`src/rtl/line_burst_adapter_pkg.sv`:
```
// line_burst_pkg: shared types and widths for the L2 line-to-burst adapter.
package line_burst_pkg;
  typedef enum logic [1:0] {IDLE, RD, WR, DONE} adapter_state_t;
  localparam int BEATS   = 4;
  localparam int LINE_W  = 256;
  localparam int BURST_W = 64;
endpackage

```
`src/rtl/line_burst_adapter_if.sv`:
```
// line_burst_adapter_if: L2-side line port and memory-side burst port.
interface line_burst_adapter_if;
  import line_burst_pkg::*;
  logic [LINE_W-1:0]  line_i;
  logic [LINE_W-1:0]  line_o;
  logic [31:0]        address_i;
  logic               read_i;
  logic               write_i;
  logic               resp_o;
  logic [BURST_W-1:0] burst_i;
  logic [BURST_W-1:0] burst_o;
  logic [31:0]        address_o;
  logic               read_o;
  logic               write_o;
  logic               resp_i;
  modport slave (
    input  line_i, address_i, read_i, write_i, burst_i, resp_i,
    output line_o, resp_o, burst_o, address_o, read_o, write_o
  );
  modport master (
    output line_i, address_i, read_i, write_i, burst_i, resp_i,
    input  line_o, resp_o, burst_o, address_o, read_o, write_o
  );
endinterface

```
`src/rtl/line_burst_adapter.sv`:
```
// line_burst_adapter: serves one 256-bit line request as a four-beat 64-bit memory burst.
module line_burst_adapter
  import line_burst_pkg::*;
#(
  parameter int s_offset    = 5,
  parameter int burst_width = BURST_W
) (
  input  logic                 clk,
  input  logic                 reset_n,
  line_burst_adapter_if.slave  bus
);
  adapter_state_t    r_state, w_state;
  logic [1:0]        r_cnt, w_cnt;
  logic [LINE_W-1:0] r_buf, w_buf;
  logic [31:0]       r_addr, w_addr;
  always_ff @(posedge clk or negedge reset_n) begin
    if (!reset_n) begin
      r_state <= IDLE;
      r_cnt   <= '0;
      r_buf   <= '0;
      r_addr  <= '0;
    end else begin
      r_state <= w_state;
      r_cnt   <= w_cnt;
      r_buf   <= w_buf;
      r_addr  <= w_addr;
    end
  end
  // Strobes come from state alone so resp_i never reaches read_o/write_o combinationally.
  always_comb begin
    w_state       = r_state;
    w_cnt         = r_cnt;
    w_buf         = r_buf;
    w_addr        = r_addr;
    bus.read_o    = r_state == RD;
    bus.write_o   = r_state == WR;
    bus.resp_o    = r_state == DONE;
    bus.address_o = r_addr;
    bus.line_o    = r_buf;
    bus.burst_o   = r_buf[r_cnt*burst_width +: burst_width];
    case (r_state)
      IDLE: if (bus.read_i || bus.write_i) begin
        w_addr  = {bus.address_i[31:s_offset], {s_offset{1'b0}}};
        w_buf   = bus.read_i ? r_buf : bus.line_i;
        w_cnt   = '0;
        w_state = bus.read_i ? RD : WR;
      end
      RD, WR: if (bus.resp_i) begin
        if (r_state == RD) w_buf[r_cnt*burst_width +: burst_width] = bus.burst_i;
        w_cnt   = r_cnt + 2'd1;
        w_state = r_cnt == 2'(BEATS - 1) ? DONE : r_state;
      end
      default: w_state = IDLE;
    endcase
  end
endmodule

```
`src/flat_wrapper.sv`:
```
// flat-port wrapper written by rule: the top's interface ports become plain ports
module line_burst_adapter_flat import line_burst_pkg::*;
#(
  parameter int s_offset    = 5,
  parameter int burst_width = BURST_W
)
  (clk, reset_n, bus_line_i, bus_address_i, bus_read_i, bus_write_i, bus_burst_i, bus_resp_i, bus_line_o, bus_resp_o, bus_burst_o, bus_address_o, bus_read_o, bus_write_o);
  line_burst_adapter_if bus_i ();
  input  logic clk;
  input  logic reset_n;
  input wire logic [$bits(bus_i.line_i)-1:0] bus_line_i;
  input wire logic [$bits(bus_i.address_i)-1:0] bus_address_i;
  input wire logic [$bits(bus_i.read_i)-1:0] bus_read_i;
  input wire logic [$bits(bus_i.write_i)-1:0] bus_write_i;
  input wire logic [$bits(bus_i.burst_i)-1:0] bus_burst_i;
  input wire logic [$bits(bus_i.resp_i)-1:0] bus_resp_i;
  output wire logic [$bits(bus_i.line_o)-1:0] bus_line_o;
  output wire logic [$bits(bus_i.resp_o)-1:0] bus_resp_o;
  output wire logic [$bits(bus_i.burst_o)-1:0] bus_burst_o;
  output wire logic [$bits(bus_i.address_o)-1:0] bus_address_o;
  output wire logic [$bits(bus_i.read_o)-1:0] bus_read_o;
  output wire logic [$bits(bus_i.write_o)-1:0] bus_write_o;
  assign bus_i.line_i = bus_line_i;
  assign bus_i.address_i = bus_address_i;
  assign bus_i.read_i = bus_read_i;
  assign bus_i.write_i = bus_write_i;
  assign bus_i.burst_i = bus_burst_i;
  assign bus_i.resp_i = bus_resp_i;
  assign bus_line_o = bus_i.line_o;
  assign bus_resp_o = bus_i.resp_o;
  assign bus_burst_o = bus_i.burst_o;
  assign bus_address_o = bus_i.address_o;
  assign bus_read_o = bus_i.read_o;
  assign bus_write_o = bus_i.write_o;
  line_burst_adapter #(.s_offset(s_offset), .burst_width(burst_width)) u_core (.clk(clk), .reset_n(reset_n), .bus(bus_i));
endmodule
```
`config.mk`:
```
export PLATFORM = sky130hd
export DESIGN_NAME = line_burst_adapter_flat
export DESIGN_NICKNAME = d
export VERILOG_FILES = /design/src/rtl/line_burst_adapter_pkg.sv /design/src/rtl/line_burst_adapter_if.sv /design/src/rtl/line_burst_adapter.sv /design/src/flat_wrapper.sv
export SDC_FILE = /design/constraint.sdc
export NUM_CORES = 1
export LEC_CHECK = 0
export CAP_MARGIN = 20
export CORE_AREA = 2 2 280 282
export CTS_CLUSTER_SIZE = 20
export DETAILED_ROUTE_END_ITERATION = 8
export DIE_AREA = 0 0 282 284
export GPL_TIMING_DRIVEN = 0
export SLEW_MARGIN = 25
export SYNTH_ARGS = -nofsm -noshare
export SYNTH_HDL_FRONTEND = slang
export SYNTH_SLANG_ARGS = --single-unit
```
`constraint.sdc`:
```
create_clock -name clk -period 8.7 [get_ports clk]
set_input_delay 1.305 -clock clk [delete_from_list [all_inputs] [get_ports clk]]
set_output_delay 1.305 -clock clk [all_outputs]
set_load 0.02 [all_outputs]
```
* After elaboration in Yosys (flattened, before gate mapping) *
Index checks and enable logic that the tools add are counted.
W data, S select, Z words.

operators by class
  add/subtract/negate cells = 2
  multipliers = 0
  divide/modulo/power cells = 0
  $lt $le $gt $ge = 0
  equal/unequal tests = 9
  shifts and indexed selects = 3
  mux-type cells = 14
  bitwise logic cells = 0
  reductions and logical operators = 8

operators with widths
  operator                     number
  $mux W256                    4
  $pmux W256 S2                1
  $bwmux W256                  1
  $shift A64 B34 Y256 const A  1
  $shiftx A256 B9 Y64          1
  $shiftx A64 B34 Y256         1
  $neg A8 Y34                  1
  $mux W2                      6
  $pmux W2 S2                  2
  $eq A2 B2 Y1 const B         3
  $ne A2 B2 Y1 const B         3
  $reduce_and A3 Y1            2
  $reduce_and A5 Y1            1
  $ne A2 B1 Y1 const B         2
  $add A2 B1 Y2 const B        1
  $eq A2 B1 Y1 const B         1
  $logic_not A2 Y1             1
  $reduce_and A2 Y1            1
  $reduce_bool A2 Y1           1
  $reduce_or A2 Y1             1
  $logic_or A1 B1 Y1           1

storage, ports and cells
  bits in registers = 287
  latch bits = 0
  bits in writable memories = 0
  memory bits (read-only) = 0
  input bits = 357
  output and inout bits = 355
  logic and storage cells = 40
  memories = 0

* Longest topological paths before layout *
  depth in word-level cells = 6
  depth in mapped cells = 10
  mapped depth without buffers = 5

* Worst setup path after synthesis *
No wires, ideal clock.

  path type = register to output
  start point = register u_core.r_cnt[0]
  end point = output bus_burst_o[0]
  data arrival time = 1.739 ns
  required time = 7.395 ns
  slack = 5.656 ns
  cell stages (with the launch flop) = 5
  buffers on the path = 3
  path through = dfrtp_1 clkbuf_1 clkbuf_1 buf_2 mux4_2

on the way
  word-level cells in the longest chain between the ends = 1

RTL lines
  element                   line                      RTL
  start: declaration        line_burst_adapter.sv:13  logic [1:0] r_cnt, w_cnt;
  start signal: assignment  line_burst_adapter.sv:24  r_cnt <= w_cnt;
  $shiftx A256 B9 Y64       line_burst_adapter.sv:40  bus.burst_o = r_buf[r_cnt*burst_width +: burst_width];
  end: declaration          flat_wrapper.sv:19        output wire logic [$bits(bus_i.burst_o)-1:0] bus_burst_o;

Every way passes these cells.

* Worst setup path in the final report *
  start point = register u_core.r_cnt[0]
  end point = output bus_burst_o[1]

The elaborated chain is that of the path after synthesis.

==> summary.md <==
| Metric | Value |
|---|---|
| Clock Skews | `0.0187 ns` |
| Worst Tran Pin Value | `0.914 ns` |
| NumNets Final | `2499` |
| I/O pin cnt | `712` |
| Vias | `16705` |
| Internal power consumption | `6.59 mW` |
| Post-route ant nets | `0` |
| Initial DRC count | `1286` |
| Final hold viol count | `0` |
| Clock root buffer | `clkbuf_16` |
| Yosys cell types | `28` |
| Resize count post-CTS | `0` |
| P_leak | `10.4 nW` |
| Num CTS Buffers | `38` |
| First-pass GRT wire length | `133000 um` |
| Post-CTS Setup Bufs | `0` |
| Initial cell density of the core | `0.217` |
| Sequential power share | `0.195` |
| Highest clock rate | `187 MHz` |
| First-pass iteration count of the detailed router | `7` |
| DRC viols | `0` |
| Vias in the first global route | `17129` |
| Crit path time final | `5.35 ns` |
| Total Routing Usage GR | `0.232` |
| Sequential fraction of the synthesis area | `0.430` |
| Hold buffers post-CTS | `0` |
| Synth warn | `0` |
| Mean post-synth cell area | `12.2 um2` |
| HP Class | `flop to flop` |
| IO buf count | `701` |
| Logic gate share of total power | `0.680` |
| Synthesized flop and latch total | `287` |
| Sum Neg Setup Slack | `0 ns` |
| Tcrit/Tclk final | `0.615` |
| Total Wirelength | `96300 um` |
| Startpoint Class | `flop` |
| FF+latch area | `0.00718 mm2` |
| Core region area | `0.0770 mm2` |
| Reg clk slew, reported paths | `0.05 ns` |
| Insertion delay to the later sink of the worst-skew pair | `0.56 ns` |
| Post-layout util | `0.347` |
| Switching Fraction | `0.481` |
| Die Area | `0.0801 mm2` |
| Final setup violation count | `0` |
| Crit path DAT | `4.04 ns` |
| Clock share of power | `0.125` |
| Largest net degree at the start of global routing | `84` |
| Vias per cell | `5.23` |
| Maxcap violations | `0` |
| Grt ovf | `0` |
| Psw | `6.11 mW` |
| Layout area overhead | `59.9%` |
| CTS tree | `done` |
| Multi-input gate area | `0.00844 mm2` |
| Die H | `284 um` |
| Async set or reset register ratio after synthesis | `1.00` |
| Element type at the critical path end | `primary output` |
| Die width | `282 um` |
| Peak supply drop | `0.000223 V` |
| Status | `finished clean` |
| Critical path fanouts, max | `10` |
| Initial antenna violation count | `11` |
| Synth Instances | `1364` |
| Worst setup path class | `flop to primary output` |
| WP data required | `7.39 ns` |
| Syn Std Cell Area | `0.0167 mm2` |
| Fillers | `7643` |
| Most used DFF post-synth | `dfrtp_1` |
| Clock tree buffer depth | `3` |
| Number of synthesized flops with an enable pin | `0` |
| Avg WL per Cell | `30.1 um` |
| CTS HTree Levels | `2` |
| Layout cells sized above 1 | `0.210` |
| Post-DP HPWL | `74900 um` |
| Max-slew headroom | `0.390` |
| RSZ-0062 raised after global routing | `false` |
| Row count | `102` |
| Gp weighted congestion | `0.903` |
| Sink Count | `287` |
| Final Max Slew Viols | `0` |
| P per Cell Area | `475 mW/mm2` |
==> final timing paths <==
check / from / end / slack [ns] / cells past startpoint
min: u_core.bus.address_o[9] / u_core.bus.address_o[9] / 0.50 / 1
max: u_core.r_cnt[0] / bus_burst_o[1] / 3.35 / 5
max in group asynchronous: reset_n / u_core.bus.line_o[218] / 6.74 / 3
min reg2reg: u_core.bus.address_o[9] / u_core.bus.address_o[9] / 0.50 / 1
max reg2reg: u_core.r_cnt[0] / u_core.bus.line_o[27] / 4.39 / 11
min in group asynchronous: reset_n / u_core.bus.line_o[186] / 0.67 / 1
==> routing by layer <==
layer | vias to the layer above | track usage | wire, um | share of wire
met5 | - | 0 | 75 | 0.00078
met4 | 12 | 0.0894 | 3960 | 0.041
met3 | 207 | 0.0557 | 7920 | 0.082
met2 | 957 | 0.385 | 46200 | 0.48
met1 | 8639 | 0.290 | 38100 | 0.40
li1 | 6890 | - | - | -
==> critical path, cell delays in order, from the launching register on <==
cell and delay, ns:
dfrtp_1 0.41, clkbuf_1 0.25, clkbuf_1 0.72, buf_2 0.84, mux4_2 0.65, clkdlybuf4s50_1 0.58
==> synth_stat cells, types with 8 or more instances <==
| cell | count | area (um2) |
|---|---|---|
| dfrtp_1 | 287 | 7180 |
| mux2_2 | 241 | 2710 |
| nand4_1 | 128 | 801 |
| o2bb2ai_1 | 128 | 1120 |
| clkbuf_1 | 124 | 465 |
| inv_1 | 69 | 259 |
| nand2_1 | 66 | 248 |
| a32o_1 | 64 | 641 |
| mux4_2 | 64 | 1440 |
| o32ai_1 | 64 | 561 |
| mux2_1 | 44 | 495 |
| buf_6 | 24 | 270 |
| ha_1 | 11 | 138 |
| buf_1 | 9 | 33.8 |
| buf_2 | 8 | 40.0 |
==> power groups by stage <==
stage | Clock [mW] | Combinational, mW | Sequential [mW]
floorplan | 0 | 4.11 | 2.92
global placement | 0 | 8.41 | 2.45
detailed placement | 0 | 8.67 | 2.47
CTS | 1.62 | 8.70 | 2.46
global route | 1.67 | 9.09 | 2.52
finish | 1.59 | 8.64 | 2.47
==> through the flow <==
stage | hold slack, ns | area, um2 | power (mW) | instances | setup slack (ns)
final | 0.504 | 26700 | 12.7 | 3196 | 3.35
after global routing | 0.522 | 26700 | 13.3 | 3196 | 3.09
after CTS | 0.506 | 26700 | 12.8 | 3194 | 3.19
after detailed placement | 0.494 | 25500 | 11.1 | 3131 | 3.80
after global placement | 0.489 | 25000 | 10.9 | 3109 | -7.44
after floorplan | 0.559 | 16700 | 7.03 | 1368 | 5.66
==> logic make-up (layout without fill, tap and decap cells) <==
group	after synthesis	in the layout	synth area share
mux	351	351	0.280
flops	287	287	0.430
other cells	1	7	0.000224
fa+ha+maj	11	11	0.00824
compound gates	264	264	0.147
buf+inv	239	1025	0.0662
simple gates	211	211	0.0691
==> flip-flops by register name (all words and copies together) (netlist names) <==
signal,flops
u_core.bus.address_o,27
u_core.r_state,2
u_core.r_cnt,2
u_core.bus.line_o,256
==> cell usage in the layout, fill, tap and decap left out, types with 7 or more instances in the layout <==
cell type,synthesis,routed
mux2_1,44,44
clkbuf_1,124,107
clkbuf_16,0,39
mux2_2,241,241
dfrtp_1,287,287
clkinv_2,0,7
nand4_1,128,128
inv_1,69,69
o2bb2ai_1,128,128
buf_2,8,8
nand2_1,66,66
clkbuf_2,0,22
o32ai_1,64,64
buf_4,5,10
ha_1,11,11
a32o_1,64,64
buf_1,9,9
buf_16,0,10
clkbuf_8,0,7
buf_6,24,29
clkdlybuf4s50_1,0,700
mux4_2,64,64
==> cell type report <==
cell class	instances	share of cell area
well taps	1040	0.0487
repair buffers	723	0.278
flip-flops and latches	287	0.269
inverters	69	0.00969
diodes	2	0.000187
multi-input cells	842	0.316
plain buffers	170	0.0327
clock buffers	51	0.0408
clock inverters	12	0.00510
No activity file was read; power rests on OpenSTA's default activity.
